### src/rtl/dec_pkg.sv
// Shared types and constants for the index decode / sweep display blocks.
package dec_pkg;

  typedef enum logic [1:0] {
    ST_IDLE  = 2'd0,
    ST_SHOW  = 2'd1,
    ST_SWEEP = 2'd2
  } state_t;

  // Active-low 7-segment patterns, bit order {g,f,e,d,c,b,a}.
  localparam logic [6:0] SEG_TABLE [8] = '{
    7'b1000000, // 0
    7'b1111001, // 1
    7'b0100100, // 2
    7'b0110000, // 3
    7'b0011001, // 4
    7'b0010010, // 5
    7'b0000010, // 6
    7'b1111000  // 7
  };

  localparam logic [6:0] SEG_BLANK = 7'b1111111;

endpackage

### src/rtl/seg7_lut.sv
// Combinational 3-bit index to active-low 7-segment pattern lookup.
module seg7_lut
  import dec_pkg::*;
(
  input  logic [2:0] i_idx,
  output logic [6:0] o_seg
);

  // Pure table lookup; the consumer registers the result.
  always_comb begin
    o_seg = SEG_TABLE[i_idx];
  end

endmodule

### src/rtl/dec_sweep.sv
// One-hot / 7-segment index display: single timed show or timed sweep 0..target.
module dec_sweep
  import dec_pkg::*;
#(
  parameter int unsigned HOLD_CYCLES = 8,
  parameter int unsigned STEP_CYCLES = 4
) (
  input  logic       clk,
  input  logic       rst_n,
  input  logic       en,
  input  logic       load,
  input  logic       mode,
  input  logic [2:0] code,
  output logic [7:0] onehot,
  output logic [2:0] idx,
  output logic [6:0] seg,
  output logic       busy
);

  localparam logic [7:0] HOLD_LD = 8'(HOLD_CYCLES - 1);
  localparam logic [7:0] STEP_LD = 8'(STEP_CYCLES - 1);

  state_t     r_state;
  logic [7:0] r_cnt;
  logic [2:0] r_tgt;
  logic [2:0] r_idx;
  logic [7:0] r_onehot;
  logic [6:0] r_seg;
  logic       r_busy;

  state_t     w_state_n;
  logic [7:0] w_cnt_n;
  logic [2:0] w_tgt_n;
  logic [2:0] w_idx_n;
  logic [6:0] w_seg_n;

  // The lookup is fed the next index so seg lands in the same cycle as idx.
  seg7_lut u_seg7_lut (
    .i_idx (w_idx_n),
    .o_seg (w_seg_n)
  );

  // Next-state, counter, target and index computation.
  always_comb begin
    w_state_n = r_state;
    w_cnt_n   = r_cnt;
    w_tgt_n   = r_tgt;
    w_idx_n   = r_idx;
    case (r_state)
      ST_IDLE: begin
        if (load) begin
          if (mode) begin
            w_state_n = ST_SWEEP;
            w_tgt_n   = code;
            w_idx_n   = '0;
            w_cnt_n   = STEP_LD;
          end else begin
            w_state_n = ST_SHOW;
            w_idx_n   = code;
            w_cnt_n   = HOLD_LD;
          end
        end
      end
      ST_SHOW: begin
        if (r_cnt == '0) begin
          w_state_n = ST_IDLE;
          w_idx_n   = '0;
        end else begin
          w_cnt_n = r_cnt - 8'd1;
        end
      end
      ST_SWEEP: begin
        if (r_cnt == '0) begin
          if (r_idx == r_tgt) begin
            w_state_n = ST_IDLE;
            w_idx_n   = '0;
          end else begin
            w_idx_n = r_idx + 3'd1;
            w_cnt_n = STEP_LD;
          end
        end else begin
          w_cnt_n = r_cnt - 8'd1;
        end
      end
      default: begin
        w_state_n = ST_IDLE;
        w_idx_n   = '0;
        w_cnt_n   = '0;
      end
    endcase
    if (!en) begin
      w_state_n = ST_IDLE;
      w_idx_n   = '0;
      w_cnt_n   = '0;
    end
  end

  // State and registered outputs; reset overrides enable and load.
  always_ff @(posedge clk) begin
    if (!rst_n) begin
      r_state  <= ST_IDLE;
      r_cnt    <= '0;
      r_tgt    <= '0;
      r_idx    <= '0;
      r_onehot <= '0;
      r_seg    <= SEG_BLANK;
      r_busy   <= 1'b0;
    end else begin
      r_state <= w_state_n;
      r_cnt   <= w_cnt_n;
      r_tgt   <= w_tgt_n;
      r_idx   <= w_idx_n;
      r_busy  <= (w_state_n != ST_IDLE);
      if (w_state_n != ST_IDLE) begin
        r_onehot <= 8'd1 << w_idx_n;
        r_seg    <= w_seg_n;
      end else begin
        r_onehot <= '0;
        r_seg    <= SEG_BLANK;
      end
    end
  end

  assign onehot = r_onehot;
  assign idx    = r_idx;
  assign seg    = r_seg;
  assign busy   = r_busy;

endmodule

### config.mk
export PLATFORM = sky130hd
export DESIGN_NAME = dec_sweep
export DESIGN_NICKNAME = d
export VERILOG_FILES = /design/src/rtl/dec_pkg.sv /design/src/rtl/seg7_lut.sv /design/src/rtl/dec_sweep.sv
export SDC_FILE = /design/constraint.sdc
export NUM_CORES = 1
export LEC_CHECK = 0
export ABC_AREA = 1
export BUFFER_PORTS_ARGS = -buffer_cell sky130_fd_sc_hd__buf_2
export CAP_MARGIN = 20
export CORE_UTILIZATION = 50
export CTS_BUF_LIST = sky130_fd_sc_hd__clkbuf_16
export DETAILED_ROUTE_END_ITERATION = 10
export HOLD_SLACK_MARGIN = 0.05
export PLACE_DENSITY = 0.75
export SKIP_CTS_REPAIR_TIMING = 1
export SYNTH_ARGS = -nofsm -noshare
export SYNTH_HDL_FRONTEND = slang
export SYNTH_HIERARCHICAL = 1
export SYNTH_SLANG_ARGS = --single-unit
export TNS_END_PERCENT = 100
### constraint.sdc
create_clock -name clk -period 1.9 [get_ports clk]
set_input_delay 0.38 -clock clk [delete_from_list [all_inputs] [get_ports clk]]
set_output_delay 0.38 -clock clk [all_outputs]
set_load 0.05 [all_outputs]
-- Yosys cells after proc, flatten, opt, wreduce, memory -nomap -nowiden
Memories as Yosys holds them, arrays and structs flattened. A register that Yosys moved wholly into a read port is not among the register bits.
Cells that the tools add are included.
- add/subtract/negate cells: 2
- eq/ne operators: 6
- shifts and indexed selects: 1
- muxes and demuxes: 20
- bitwise operators: 1
- reduce and logical (&&, ||, !) cells: 8
- operators with widths (operator ; number):
    $mux 8 ; 4
    $pmux 8 s3 ; 1
    $mux 3 ; 7
    $mux 2 ; 6
    $pmux 3 s3 ; 1
    $logic_not 8->1 ; 1
    $shl 1x3->8 const A ; 1
    $sub 8x1->8 const B ; 1
    $pmux 2 s3 ; 1
    $reduce_and 3->1 ; 2
    $ne 2x2->1 const B ; 2
    $not 3->4 ; 1
    $reduce_and 2->1 ; 2
    $add 3x1->3 const B ; 1
    $eq 3x3->1 ; 1
    $ne 3x3->1 const B ; 1
    $eq 2x1->1 const B ; 1
    $eq 2x2->1 const B ; 1
    $logic_not 2->1 ; 1
    $reduce_bool 2->1 ; 1
    $logic_not 1->1 ; 1
- register bits after elaboration: 25
- bits in read-only memories: 56
- bits of input ports: 8
- output and inout bits: 19
- logic and storage cells: 45
- memories kept: 1
- memories (name ; words ; width ; rd ports ; clocked after memory_dff ; wr ports ; line ; source):
    (name not given) ; 8 ; 7 ; 1 ; 1 ; 0 ; seg7_lut.sv:11 ; o_seg = SEG_TABLE[i_idx];

-- Depth between registers and ports, before layout
- depth after elaboration: 8
- mapped depth: 18

-- Cells and area by module
Netlist, hierarchy kept.
- by module, submodules not included (module ; times used ; cells each ; area an instance (µm²) ; sequential area each (µm²)):
    dec_sweep ; 1 ; 223 ; 1561.5 ; 640.6
    seg7_lut ; 1 ; 25 ; 157.7 ; 0.0

-- Least setup slack after synthesis
OpenSTA, ideal clock, no wires.
- path kind: register to register
- start: register r_idx[0], in the netlist idx[0]
- end: register r_seg[1], in the netlist seg[1]
- data arrival time: 2.075 ns
- required time: 1.783 ns
- slack: -0.292 ns
- stages on the path, launching flop included: 16
- path buffers: 0
- cells stage by stage: dfxtp_1 -> inv_1 -> nand2_1 -> nand2_1 -> nor2_1 -> nand3_2 -> nand3_1 -> nand2_2 -> nand2_2 -> inv_1 -> inv_1 -> ha_1 -> nand2_1 -> inv_1 -> inv_1 -> nand2_1
- elaborated cells between the ends (all ways): 16
- classes of those cells: add/sub (1); eq/ne (1); mux (10); bitwise (1); reduce/logical (3)
- RTL lines (item ; line ; source):
    from (decl) ; dec_sweep.sv:26 ; logic [2:0] r_idx;
    from (signal assigned) ; dec_sweep.sv:112 ; r_idx <= w_idx_n;
    $add 3x1->3 / $eq 3x3->1 (equally long branches) ; dec_sweep.sv:78, dec_sweep.sv:74 ;
    $mux 3 * ; dec_sweep.sv:74 ; if (r_idx == r_tgt) begin
    $mux 3 * ; dec_sweep.sv:73 ; if (r_cnt == '0) begin
    $pmux 3 s3 * ; dec_sweep.sv:49 ; case (r_state)
    $mux 3 * ; dec_sweep.sv:91 ; if (!en) begin
    via w_idx_n[1] ; dec_sweep.sv:34 ; logic [2:0] w_idx_n;
    $not 3->4 (not written as such) * ; seg7_lut.sv:11 ;
    to (decl) ; dec_sweep.sv:28 ; logic [6:0] r_seg;
Mark *: on every way through the listed nets, which the timed path passes. The rest lies on a longest branch.
A chain may end at the register's enable or synchronous reset.

-- Worst setup path in the final report
- start: register r_cnt[0]
- end: register r_seg[3], in the netlist seg[3]
- elaborated cells between the ends (all ways): 13
- classes of those cells: mux (8); bitwise (1); reduce/logical (4)
- RTL lines (item ; line ; source):
    from (decl) ; dec_sweep.sv:24 ; logic [7:0] r_cnt;
    from (signal assigned) ; dec_sweep.sv:110 ; r_cnt <= w_cnt_n;
    $logic_not 8->1 * ; dec_sweep.sv:65, dec_sweep.sv:73 ;
    $mux 3, on equally long branches ; dec_sweep.sv:73, dec_sweep.sv:65 ;
    $pmux 3 s3 * ; dec_sweep.sv:49 ;
    $mux 3 * ; dec_sweep.sv:91 ;
    via w_idx_n[1] ; dec_sweep.sv:34 ;
    $not 3->4 (not written as such) * ; seg7_lut.sv:11 ;
Marks and branches as above.

==> summary.md <==
| Metric | Value |
|---|---|
| Number of synthesized register bits | `32` |
| Final Wtd Congestion | `0.8276` |
| Final HPWL DP | `2.836 mm` |
| # placed instances | `341` |
| Max Clk Rate | `505.7 MHz` |
| Internal reg-to-reg setup slack | `-0.08 ns` |
| I/O pin cnt | `27` |
| Global-route wire length before repair | `6.437 mm` |
| Post-synth top area share | `0.3726` |
| Antenna-violating nets left | `0` |
| RSZ-0062 raised after global routing | `yes` |
| Worst Hold Path Cells | `3` |
| Vias in the first global route | `1509` |
| Final Total Pwr | `2.081 mW` |
| Portion of total power attributed to combinational logic | `0.245` |
| Endpoint, Worst Hold | `r_tgt[2]` |
| Classification of the worst-slack hold path | `in2reg` |
| Later-pin clock latency in the skew report | `0.28 ns` |
| Clk sinks | `32` |
| Maximum number of pins on one net before global-route repair | `12` |
| Clock share of power | `0.412` |
| Leakage component of the power | `1.232 nW` |
| Hold Crit Start | `code[2]` |
| Part of the cycle the worst path needs | `1.041` |
| Vias per Instance | `4.900` |
| FF-to-FF Start | `r_cnt[0]` |
| Main synth FF type | `dfxtp_1` |
| Global-route total usage across every layer | `0.2440` |
| First-pass DRT Iterations | `4` |
| DRC marker count from the first detailed-route iteration | `94` |
| Setup TNS | `-0.3082 ns` |
| Post-synthesis net count | `263` |
| Hold Worst Slack | `0.3532 ns` |
| Clock tree skew after final layout | `0.003994 ns` |
| Number of cells on the worst reg-to-reg path | `18` |
| Hold Violations, Final | `0` |
| Relative contribution of sequential cells to total power | `0.343` |
| Number of buffers on the longest clock path | `2` |
| Run status | `finished with violations` |
| Share of the yosys chip area belonging to registers | `0.3726` |
| Final critical path time including I/O delays and setup | `1.977 ns` |
| Number of antenna violations at the first check in global routing | `0` |
| Mapped Area | `1719 sq um` |
| Total inserted antenna cells | `0` |
| EDFF count, synth | `0` |
| Final worst-path setup slack | `-0.07733 ns` |
| Kind of launch point of the worst setup path | `register` |
| Effective utilization at floorplan | `0.5452` |
| Internal portion of total power | `1.458 mW` |
| Worst EP required | `2.07 ns` |
| Sw Share | `0.2994` |
| Area grow syn2layout | `42.14%` |
| Core Footprint | `3153 sq um` |
| Chip width | `60.64 microns` |
| Largest voltage drop on the vdd net | `663.7 uV` |
| Fraction of final layout cells sized beyond drive strength 1 | `0.4159` |
| Largest cells by area after synthesis | `dfxtp_1 37%, nand2_1 15%, inv_1 9.0%, nor2_1 6.8%, ha_1 5.1%` |
| Number of warnings reported in the yosys synthesis log | `6` |
| Register clock-pin slew on the reported worst setup and hold paths | `0.05 ns` |
| Vias after detailed routing | `1759` |
| CP arrival | `2.15 ns` |
| Mapped Avg Cell Area | `6.932 sq um` |
| Count of max-cap constraint violations | `0` |
| Violated checks | `negative setup slack` |
| Ys async rst share | `0` |
| Worst-path maximum fanout | `4` |
| DIE AREA | `3677 sq um` |
| Die Y | `60.64 microns` |
| Power per cell area | `851.8 nW/um^2` |
| Std cell rows | `20` |
| Unique masters post-synth | `27` |
| Remaining Overflow, GRT | `0` |
| Worst slew margin relative to its limit | `0.7746` |
| Syn Inst Count | `248` |
| Setup Crit Path Kind | `reg2reg` |
| Capture instance of the worst register-to-register path | `seg[3]` |
| Quantity of I/O buffers inserted on ports | `26` |
| Cell type with the highest aggregate area in the netlist | `dfxtp_1` |
| Finish-stage setup viols | `6` |
| Layout Nets | `329` |
| Clk Tree Root Cell | `clkbuf_16` |
| Total Routed Length | `4.653 mm` |
| # H-tree levels | `2` |
| Setup crit end kind | `register` |
| Power spent charging and discharging nets | `623.2 uW` |
| CTS tree | `done` |
| Routed length per instance | `12.96 microns` |
| Drc violations | `0` |
| Max Slew Vio Count | `0` |
| Cts bufs inserted | `5` |
| Final std cells w/o fill | `359` |
| Worst-margin pin slew | `0.3357 ns` |
## per-stage QoR
stage	util	setup WS, ns	cell area, sq um
floorplan	-	0.001381	1740
global placement	0.6639	-0.003064	2093
detailed placement	0.6639	-0.07299	2093
CTS	0.7151	-0.1465	2255
global route	0.7750	-0.1989	2444
finish	0.7750	-0.07733	2444
## Yosys cell counts (2+ instances only)
cell type and n:
nand2_1 67, inv_1 41, dfxtp_1 32, nor2_1 31, nand3_1 14, a21oi_1 8, nand2_2 8, o21ai_0 8
ha_1 7, nand3_2 5, inv_2 4, nand2_4 3, o21ai_1 3, buf_6 2, nor3_1 2, o21ai_2 2
## how the worst max path moves through the flow
| stage | startpoint | end | cells past startpoint |
|---|---|---|---|
| 4_1_cts | r_cnt[0] | seg[3] | 18 |
| 2_1_floorplan | r_cnt[0] | seg[3] | 18 |
| 3_3_place_gp | r_cnt[0] | seg[3] | 18 |
| 6_report | r_cnt[0] | seg[3] | 18 |
| 3_5_place_dp | r_cnt[0] | seg[3] | 18 |
| 5_1_grt | r_cnt[0] | seg[4] | 17 |
## logic make-up (layout without fill, tap and decap cells)
kind of cell,Yosys count,count (layout),synth area share
flip-flops,32,32,0.3726
adder cells (fa/ha/maj),7,7,0.05094
XOR/XNOR,2,2,0.01019
buffers and inverters,49,116,0.1164
AND/OR/NAND/NOR,134,134,0.3705
AO/OA/AOI/OAI,24,24,0.07934
## power groups by stage
stage | Clock [mW] | Combinational [mW] | Sequential [mW]
floorplan | 0 | 0.239 | 0.777
global placement | 0 | 0.399 | 0.726
detailed placement | 0 | 0.406 | 0.726
CTS | 0.866 | 0.412 | 0.712
global route | 0.891 | 0.552 | 0.716
finish | 0.857 | 0.511 | 0.714
## per-layer routing
layer,share of wire,vias up,GRT usage
li1,-,885,-
met1,0.45,818,0.2913
met2,0.49,43,0.4035
met3,0.037,13,0.08955
met4,0.029,0,0.08766
met5,0,-,0
## area by class of cell
class / instances / area (sq um)
Sequential cell: 32 / 651.9
Tap cell: 44 / 55.05
Clock inverter: 2 / 11.26
Timing Repair Buffer: 62 / 407.9
Multi-Input combinational cell: 167 / 984.7
Inverter: 46 / 182.7
Clock buffer: 6 / 150.1
Fill cell: 241 / 709.4
## cell usage in the layout (no fill, tap or decap), types with 6 or more instances in the layout
cell type,n
buf_2,26
a21oi_1,8
nand3_1,13
nand2_2,20
nand2_1,54
inv_1,32
dfxtp_1,27
clkbuf_16,6
nor2_1,28
buf_4,34
o21ai_0,7
inv_2,10
## sequential cells by signal (all words and copies together) (netlist names)
signal / count
busy: 1
onehot: 8
seg: 7
r_state: 2
r_tgt: 3
r_cnt: 8
idx: 3
## worst max-delay path, stage by stage, from the launching register on
cell	delay (ns)
dfxtp_2	0.33
inv_2	0.05
ha_4	0.16
nand2_4	0.10
inv_2	0.05
nand2_2	0.10
nand2_2	0.09
nand2_2	0.11
nand3_2	0.09
nand2_2	0.09
nand2_2	0.06
inv_2	0.07
inv_2	0.07
ha_4	0.28
inv_2	0.03
nand2_2	0.05
nand2_2	0.05
inv_2	0.05
nand2_2	0.04
(Power assumes the default switching activity.)
